### config.mk
export PLATFORM = sky130hd
export DESIGN_NAME = sram_arbiter
export DESIGN_NICKNAME = d
export VERILOG_FILES = /design/src/rtl/sram_arbiter.sv
export SDC_FILE = /design/constraint.sdc
export NUM_CORES = 1
export LEC_CHECK = 0
export CORE_AREA = 2 2 124 126
export DETAILED_ROUTE_END_ITERATION = 8
export DIE_AREA = 0 0 126 128
export PLACE_DENSITY = 0.59
export SYNTH_ARGS = -nofsm -noshare
export SYNTH_HDL_FRONTEND = slang
export SYNTH_SLANG_ARGS = --single-unit
export TNS_END_PERCENT = 30
### constraint.sdc
create_clock -name clk -period 6.14 [get_ports clk]
set_input_delay 1.228 -clock clk [delete_from_list [all_inputs] [get_ports clk]]
set_output_delay 1.228 -clock clk [all_outputs]
set_load 0.01 [all_outputs]
### src/rtl/sram_arbiter.sv
// sram_arbiter
//   Shares one SRAM-like downstream port between the IF-stage instruction
//   port (inst_sram_*) and the MEM-stage data port (data_sram_*).
//   Each accepted address phase is recorded in an in-order tag FIFO.
//   The tag FIFO steers each returning mem_data_ok back to the requester
//   that issued the transaction.
//
// Parameters
//   DEPTH  max outstanding accepted-but-unreturned transactions (power of 2, >= 2)
//   PTR_W  log2(DEPTH)
//
// Ports
//   clk, resetn                     clock, synchronous active-low reset
//   inst_sram_req/wr/size/wstrb/addr/wdata   instruction request fields
//   inst_sram_addr_ok/data_ok/rdata          instruction handshakes + data
//   data_sram_req/wr/size/wstrb/addr/wdata   data request fields
//   data_sram_addr_ok/data_ok/rdata          data handshakes + data
//   mem_req/wr/size/wstrb/addr/wdata         shared downstream request
//   mem_addr_ok/mem_data_ok/mem_rdata        downstream handshakes + data
//
// Build option
//   ARB_ROUND_ROBIN_EN  defined: round-robin on conflict.
//                       undefined: fixed priority, data over inst.
module sram_arbiter #(
  parameter int unsigned DEPTH = 4,
  parameter int unsigned PTR_W = 2
) (
  input  logic        clk,
  input  logic        resetn,

  input  logic        inst_sram_req,
  input  logic        inst_sram_wr,
  input  logic [1:0]  inst_sram_size,
  input  logic [3:0]  inst_sram_wstrb,
  input  logic [31:0] inst_sram_addr,
  input  logic [31:0] inst_sram_wdata,
  output logic        inst_sram_addr_ok,
  output logic        inst_sram_data_ok,
  output logic [31:0] inst_sram_rdata,

  input  logic        data_sram_req,
  input  logic        data_sram_wr,
  input  logic [1:0]  data_sram_size,
  input  logic [3:0]  data_sram_wstrb,
  input  logic [31:0] data_sram_addr,
  input  logic [31:0] data_sram_wdata,
  output logic        data_sram_addr_ok,
  output logic        data_sram_data_ok,
  output logic [31:0] data_sram_rdata,

  output logic        mem_req,
  output logic        mem_wr,
  output logic [1:0]  mem_size,
  output logic [3:0]  mem_wstrb,
  output logic [31:0] mem_addr,
  output logic [31:0] mem_wdata,
  input  logic        mem_addr_ok,
  input  logic        mem_data_ok,
  input  logic [31:0] mem_rdata
);

  typedef enum logic {
    SRC_INST = 1'b0,
    SRC_DATA = 1'b1
  } src_t;

  localparam logic [PTR_W:0] FULL_CNT = (PTR_W + 1)'(DEPTH);

  src_t             sel;
  logic             sel_req;
  logic             full;
  logic             empty;
  logic             push;
  logic             pop;
  logic [PTR_W-1:0] wr_ptr;
  logic [PTR_W-1:0] rd_ptr;
  logic [PTR_W:0]   count;
  src_t             tag_mem [DEPTH];
  src_t             head;

  // ---------------------------------------------------------------- grant
`ifdef ARB_ROUND_ROBIN_EN
  src_t last_grant;

  // Only conflicts that actually got accepted move the round-robin pointer.
  always_ff @(posedge clk) begin
    if (!resetn) begin
      last_grant <= SRC_INST;
    end else if (push && inst_sram_req && data_sram_req) begin
      last_grant <= sel;
    end
  end

  always_comb begin
    sel = SRC_INST;
    if (inst_sram_req && data_sram_req) begin
      sel = (last_grant == SRC_INST) ? SRC_DATA : SRC_INST;
    end else if (data_sram_req) begin
      sel = SRC_DATA;
    end
  end
`else
  always_comb begin
    sel = SRC_INST;
    if (data_sram_req) begin
      sel = SRC_DATA;
    end
  end
`endif

  // ---------------------------------------------------------------- request mux
  always_comb begin
    if (sel == SRC_DATA) begin
      sel_req   = data_sram_req;
      mem_wr    = data_sram_wr;
      mem_size  = data_sram_size;
      mem_wstrb = data_sram_wstrb;
      mem_addr  = data_sram_addr;
      mem_wdata = data_sram_wdata;
    end else begin
      sel_req   = inst_sram_req;
      mem_wr    = inst_sram_wr;
      mem_size  = inst_sram_size;
      mem_wstrb = inst_sram_wstrb;
      mem_addr  = inst_sram_addr;
      mem_wdata = inst_sram_wdata;
    end
  end

  assign full  = (count == FULL_CNT);
  assign empty = (count == '0);
  assign head  = tag_mem[rd_ptr];

  // resetn gating keeps every handshake low while reset is applied.
  assign mem_req = resetn && sel_req && !full;
  assign push    = mem_req && mem_addr_ok;
  assign pop     = resetn && mem_data_ok && !empty;

  assign inst_sram_addr_ok = mem_addr_ok && mem_req && (sel == SRC_INST);
  assign data_sram_addr_ok = mem_addr_ok && mem_req && (sel == SRC_DATA);

  assign inst_sram_data_ok = pop && (head == SRC_INST);
  assign data_sram_data_ok = pop && (head == SRC_DATA);

  assign inst_sram_rdata = mem_rdata;
  assign data_sram_rdata = mem_rdata;

  // ---------------------------------------------------------------- tag FIFO
  always_ff @(posedge clk) begin
    if (push) begin
      tag_mem[wr_ptr] <= sel;
    end
  end

  always_ff @(posedge clk) begin
    if (!resetn) begin
      wr_ptr <= '0;
      rd_ptr <= '0;
      count  <= '0;
    end else begin
      if (push) begin
        wr_ptr <= wr_ptr + 1'b1;
      end
      if (pop) begin
        rd_ptr <= rd_ptr + 1'b1;
      end
      if (push && !pop) begin
        count <= count + 1'b1;
      end else if (pop && !push) begin
        count <= count - 1'b1;
      end
    end
  end

endmodule

## Yosys cells after proc, flatten, opt, wreduce, memory -nomap -nowiden

Memories as Yosys holds them, arrays and structs flattened. A register that Yosys moved wholly into a read port is not among the register bits.
Index checks and enable logic that the tools add are counted.

- Register bits: 7
- Latch bits: 0
- Bits in writable memories: 4
- Memory bits (read-only): 0
- Bits of input ports: 180
- Output and inout port bits: 140
- Memories kept: 1

- Add/subtract/negate cells: 4
- Multipliers: 0
- Div/mod/pow operators: 0
- $lt $le $gt $ge: 0
- Eq/ne operators: 1
- Shift-type cells: 0
- Multiplexer cells: 13
- Bitwise logic cells: 2
- Reductions and logical operators: 17

Memories:

| name | words | bits a word | rd ports | clocked after Yosys merged registers in | wr ports | line | RTL |
|---|---|---|---|---|---|---|---|
| tag_mem | 4 | 1 | 1 | 1 | 1 | 78 | `src_t tag_mem [DEPTH];` |

Operator list:

| operator | count |
|---|---|
| 32-bit two-way mux | 2 |
| 1-bit logical AND | 11 |
| 2-bit two-way mux | 3 |
| 3-bit two-way mux | 2 |
| 1-bit two-way mux | 5 |
| 2-bit by 1-bit adder with 2-bit output (second input constant) | 2 |
| 1-bit zero test | 4 |
| 4-bit two-way mux | 1 |
| 3-bit by 1-bit adder with 3-bit output (second input constant) | 1 |
| 3-bit == test (second input constant) | 1 |
| 3-bit zero test | 1 |
| 3-bit by 1-bit subtractor with 3-bit output (second input constant) | 1 |
| 1-bit inverter | 2 |
| 2-bit nonzero test | 1 |

## Longest topological paths before layout

- Word-level depth: 9
- Mapped depth: 9
- Depth with buffers taken out: 8

## Least setup slack after synthesis

Ideal clock, no wire load.

- Path type: input to output
- From: input data_sram_req
- To: output inst_sram_addr_ok
- Data arrival time: 2.009 ns
- Required time: 4.912 ns
- Slack: 2.903 ns
- Stages: 3
- Buffers on the path: 2
- Path through: buf_2 -> buf_4 -> nor4_1

- Cells in the longest elaborated chain, start to end: 6
- Elaborated cells on any way between the ends: 7
- Those cells by class: mux: 2; bitwise: 1; reduce/logical: 4

Ends and longest elaborated chain:

| element | line | RTL |
|---|---|---|
| from (decl) | 41 | `input logic data_sram_req,` |
| 1-bit two-way mux | 105 | `if (data_sram_req) begin` |
| 1-bit two-way mux | 113 | `if (sel == SRC_DATA) begin` |
| 1-bit logical AND (2 in series) | 135 | `assign mem_req = resetn && sel_req && !full;` |
| 1-bit logical AND | 139 | `assign inst_sram_addr_ok = mem_addr_ok && mem_req && (sel == SRC_INST);` |
| 1-bit logical AND * | 139 |  |
| to (decl) | 37 | `output logic inst_sram_addr_ok,` |

Mark *: on every way between the ends. The rest lies on a longest branch, timed or not.

## Final worst setup path

- From: input data_sram_req
- To: output data_sram_addr_ok

- Cells in the longest elaborated chain, start to end: 6

Ends and longest elaborated chain:

| element | line | RTL |
|---|---|---|
| 1-bit two-way mux | 105 |  |
| 1-bit two-way mux * | 113 |  |
| 1-bit logical AND * (2 in series) | 135 |  |
| 1-bit logical AND * | - |  |
| named net push | 73 | `logic push;` |
| 1-bit logical AND * | 140 | `assign data_sram_addr_ok = mem_addr_ok && mem_req && (sel == SRC_DATA);` |
| to (decl) | 47 | `output logic data_sram_addr_ok,` |

The timed path passes the listed nets; every way through them passes the cells marked *.

==> results.json <==
{
  "ys.flop_type": "dfxtp_1",
  "wl_um": 8020,
  "layout_min_cycle_time_ns": 4.45,
  "grt_pass1_wl_um": 11800,
  "antenna_found_initial": 0,
  "min_path_type": "reg2reg",
  "relSlewSlack": 0.356,
  "fin_skew_ns": 0.00415,
  "n_antenna_cell": 0,
  "drive_above_1_share": 0.240,
  "rsz0062_at_grt": "no",
  "dp_hpwl_um": 6910,
  "cts_buffers": 3,
  "cp_data_arrival_time_ns": 3.22,
  "end_kind": "primary output",
  "ir_drop_uv": 79.4,
  "post_cts_buffers": 0,
  "synth_top_family_by_area": "multiplexers",
  "maxCapViolations": 0,
  "cts_tree": "built",
  "cts_buffer_depth": 2,
  "wl_per_cell_um": 14.8,
  "clkSinkCount": 13,
  "core_sq_um": 14900,
  "finalSetupViolCount": 0,
  "clk_latency_ns": 0.24,
  "synthDistinctLibCells": 28,
  "synth_top_area_frac": 0.398,
  "place_congestion": 0.686,
  "mostFrequentLayoutCells": "clkdlybuf4s50_1, mux2_2, dfxtp_1",
  "fin_nets": 541,
  "synth_fa_ha_area_frac": 0.0411,
  "grt_usage": 0.0916,
  "postCtsHoldBufs": 0,
  "first_pass_iters": 2,
  "tns_ns": 0,
  "die_w_um": 126,
  "synth_top_area_cell": "mux2_2",
  "finalHoldViolations": 0,
  "grt_start_max_net_pins": 79,
  "ant_nets": 0,
  "port_buffers": 223,
  "synth-xor-area-share": 0.00873,
  "yosysWarnings": 0,
  "die_area_sq_um": 16100,
  "avgSynthCellArea_sq_um": 10.0,
  "grt_overflow": 0,
  "syn_area_sq_um": 2010,
  "syn_to_final_growth_pct": 99.8,
  "synth_compound_area_frac": 0.0318,
  "cts_root_buf": "clkbuf_16",
  "power.density_nw_per_um2": 138,
  "fmax_ghz": 0.225,
  "yosysSeqAreaShare": 0.150,
  "synth-edff-count": 4,
  "worstMarginPinSlew_ns": 0.966,
  "post-route-util": 0.270,
  "slew_viol_final": 0,
  "synthCells": 200,
  "synthTopCellsByArea": "mux2_2, buf_4, dfxtp_1",
  "htreeDepth": 1,
  "clk_pin_slew_worst_paths_ns": 0.05,
  "crit_fanout": 78,
  "min_period_over_period": 0.724,
  "start_kind": "input pin",
  "p_leak_nw": 1.44,
  "ctsResizeCount": 0,
  "layout.cells.most_common": "clkdlybuf4s50_1",
  "status": "finished, final reports clean",
  "grt_pass1_vias": 2121,
  "synth_nets": 386,
  "die_h_um": 128,
  "async_flop_share": 0,
  "synth.area.mux_share": 0.425,
  "vias": 1950,
  "cp.required_ns": 4.91,
  "avgViaCountPerCell": 3.60,
  "start_util": 0.135,
  "drt-initial-drc-count": 56,
  "ys_seq_elements": 13,
  "io_pins": 320,
  "row_count": 45,
  "synth-simple-area-share": 0.0642,
  "crit_type": "in2out",
  "drc_errors": 0
}
final cells by class:
| type | instances | area [sq um] |
|---|---|---|
| Inverter | 5 | 18.8 |
| Multi-Input combinational cell | 109 | 1140 |
| Clock buffer | 3 | 75.1 |
| Tap cell | 188 | 235 |
| Timing Repair Buffer | 223 | 2230 |
| Fill cell | 1578 | 10900 |
| Sequential cell | 13 | 300 |
| Clock inverter | 1 | 5.00 |
worst paths after layout:
kind,slack [ns],endpoint,depth (start not counted),start
setup / recovery,1.69,data_sram_addr_ok,5,data_sram_req
setup reg to reg,3.77,count[2]$_SDFFE_PN0P_,8,count[0]$_SDFFE_PN0P_
hold reg to reg,0.48,rd_ptr[1]$_SDFFE_PN0P_,1,rd_ptr[1]$_SDFFE_PN0P_
hold / removal,0.48,rd_ptr[1]$_SDFFE_PN0P_,1,rd_ptr[1]$_SDFFE_PN0P_
Yosys cell counts (2+ instances only):
master	count
edfxtp_1	4
and2_2	5
ha_1	5
buf_4	71
o21ai_0	3
nor2_1	2
inv_1	5
buf_2	2
mux2i_1	3
dfxtp_1	9
mux2_2	71
nor2b_1	2
nand2_1	3
cell families after synthesis:
kind of cell    Yosys count
buf+inv                  78
mux                      75
simple gates             19
flops                    13
compound gates            7
fa+ha+maj                 6
xor+xnor                  2
per-stage QoR:
stage               std cells  power, mW  instance area [sq um]  setup slack, ns  hold slack (ns)
detailed placement        538      0.437                   3930             1.58            0.476
floorplan                 200      0.285                   2010             2.90            0.434
global placement          538      0.429                   3930             1.64            0.463
CTS                       542      0.562                   4010             1.59            0.484
finish                    542      0.552                   4010             1.69            0.480
global route              542      0.587                   4010             1.43            0.504
per-layer routing:
metal	track usage	vias to the layer above	wire, um
li1	-	935	-
met1	0.103	859	2960
met2	0.163	144	4080
met3	0.0371	12	889
met4	0.0194	0	93
met5	0	-	0
worst max-delay path: stages:
cell and delay [ns]:
buf_4 0.66, nor2_1 0.24, nor3_4 0.36, and2_2 0.19
clkdlybuf4s50_1 0.53
power by group:
part           total (mW)  internal [mW]  switching, mW
clock               0.121         0.0864         0.0345
combinational       0.309          0.207          0.102
sequential          0.122          0.104         0.0175
total               0.552          0.398          0.154
Power figures use the tool's default switching activity.
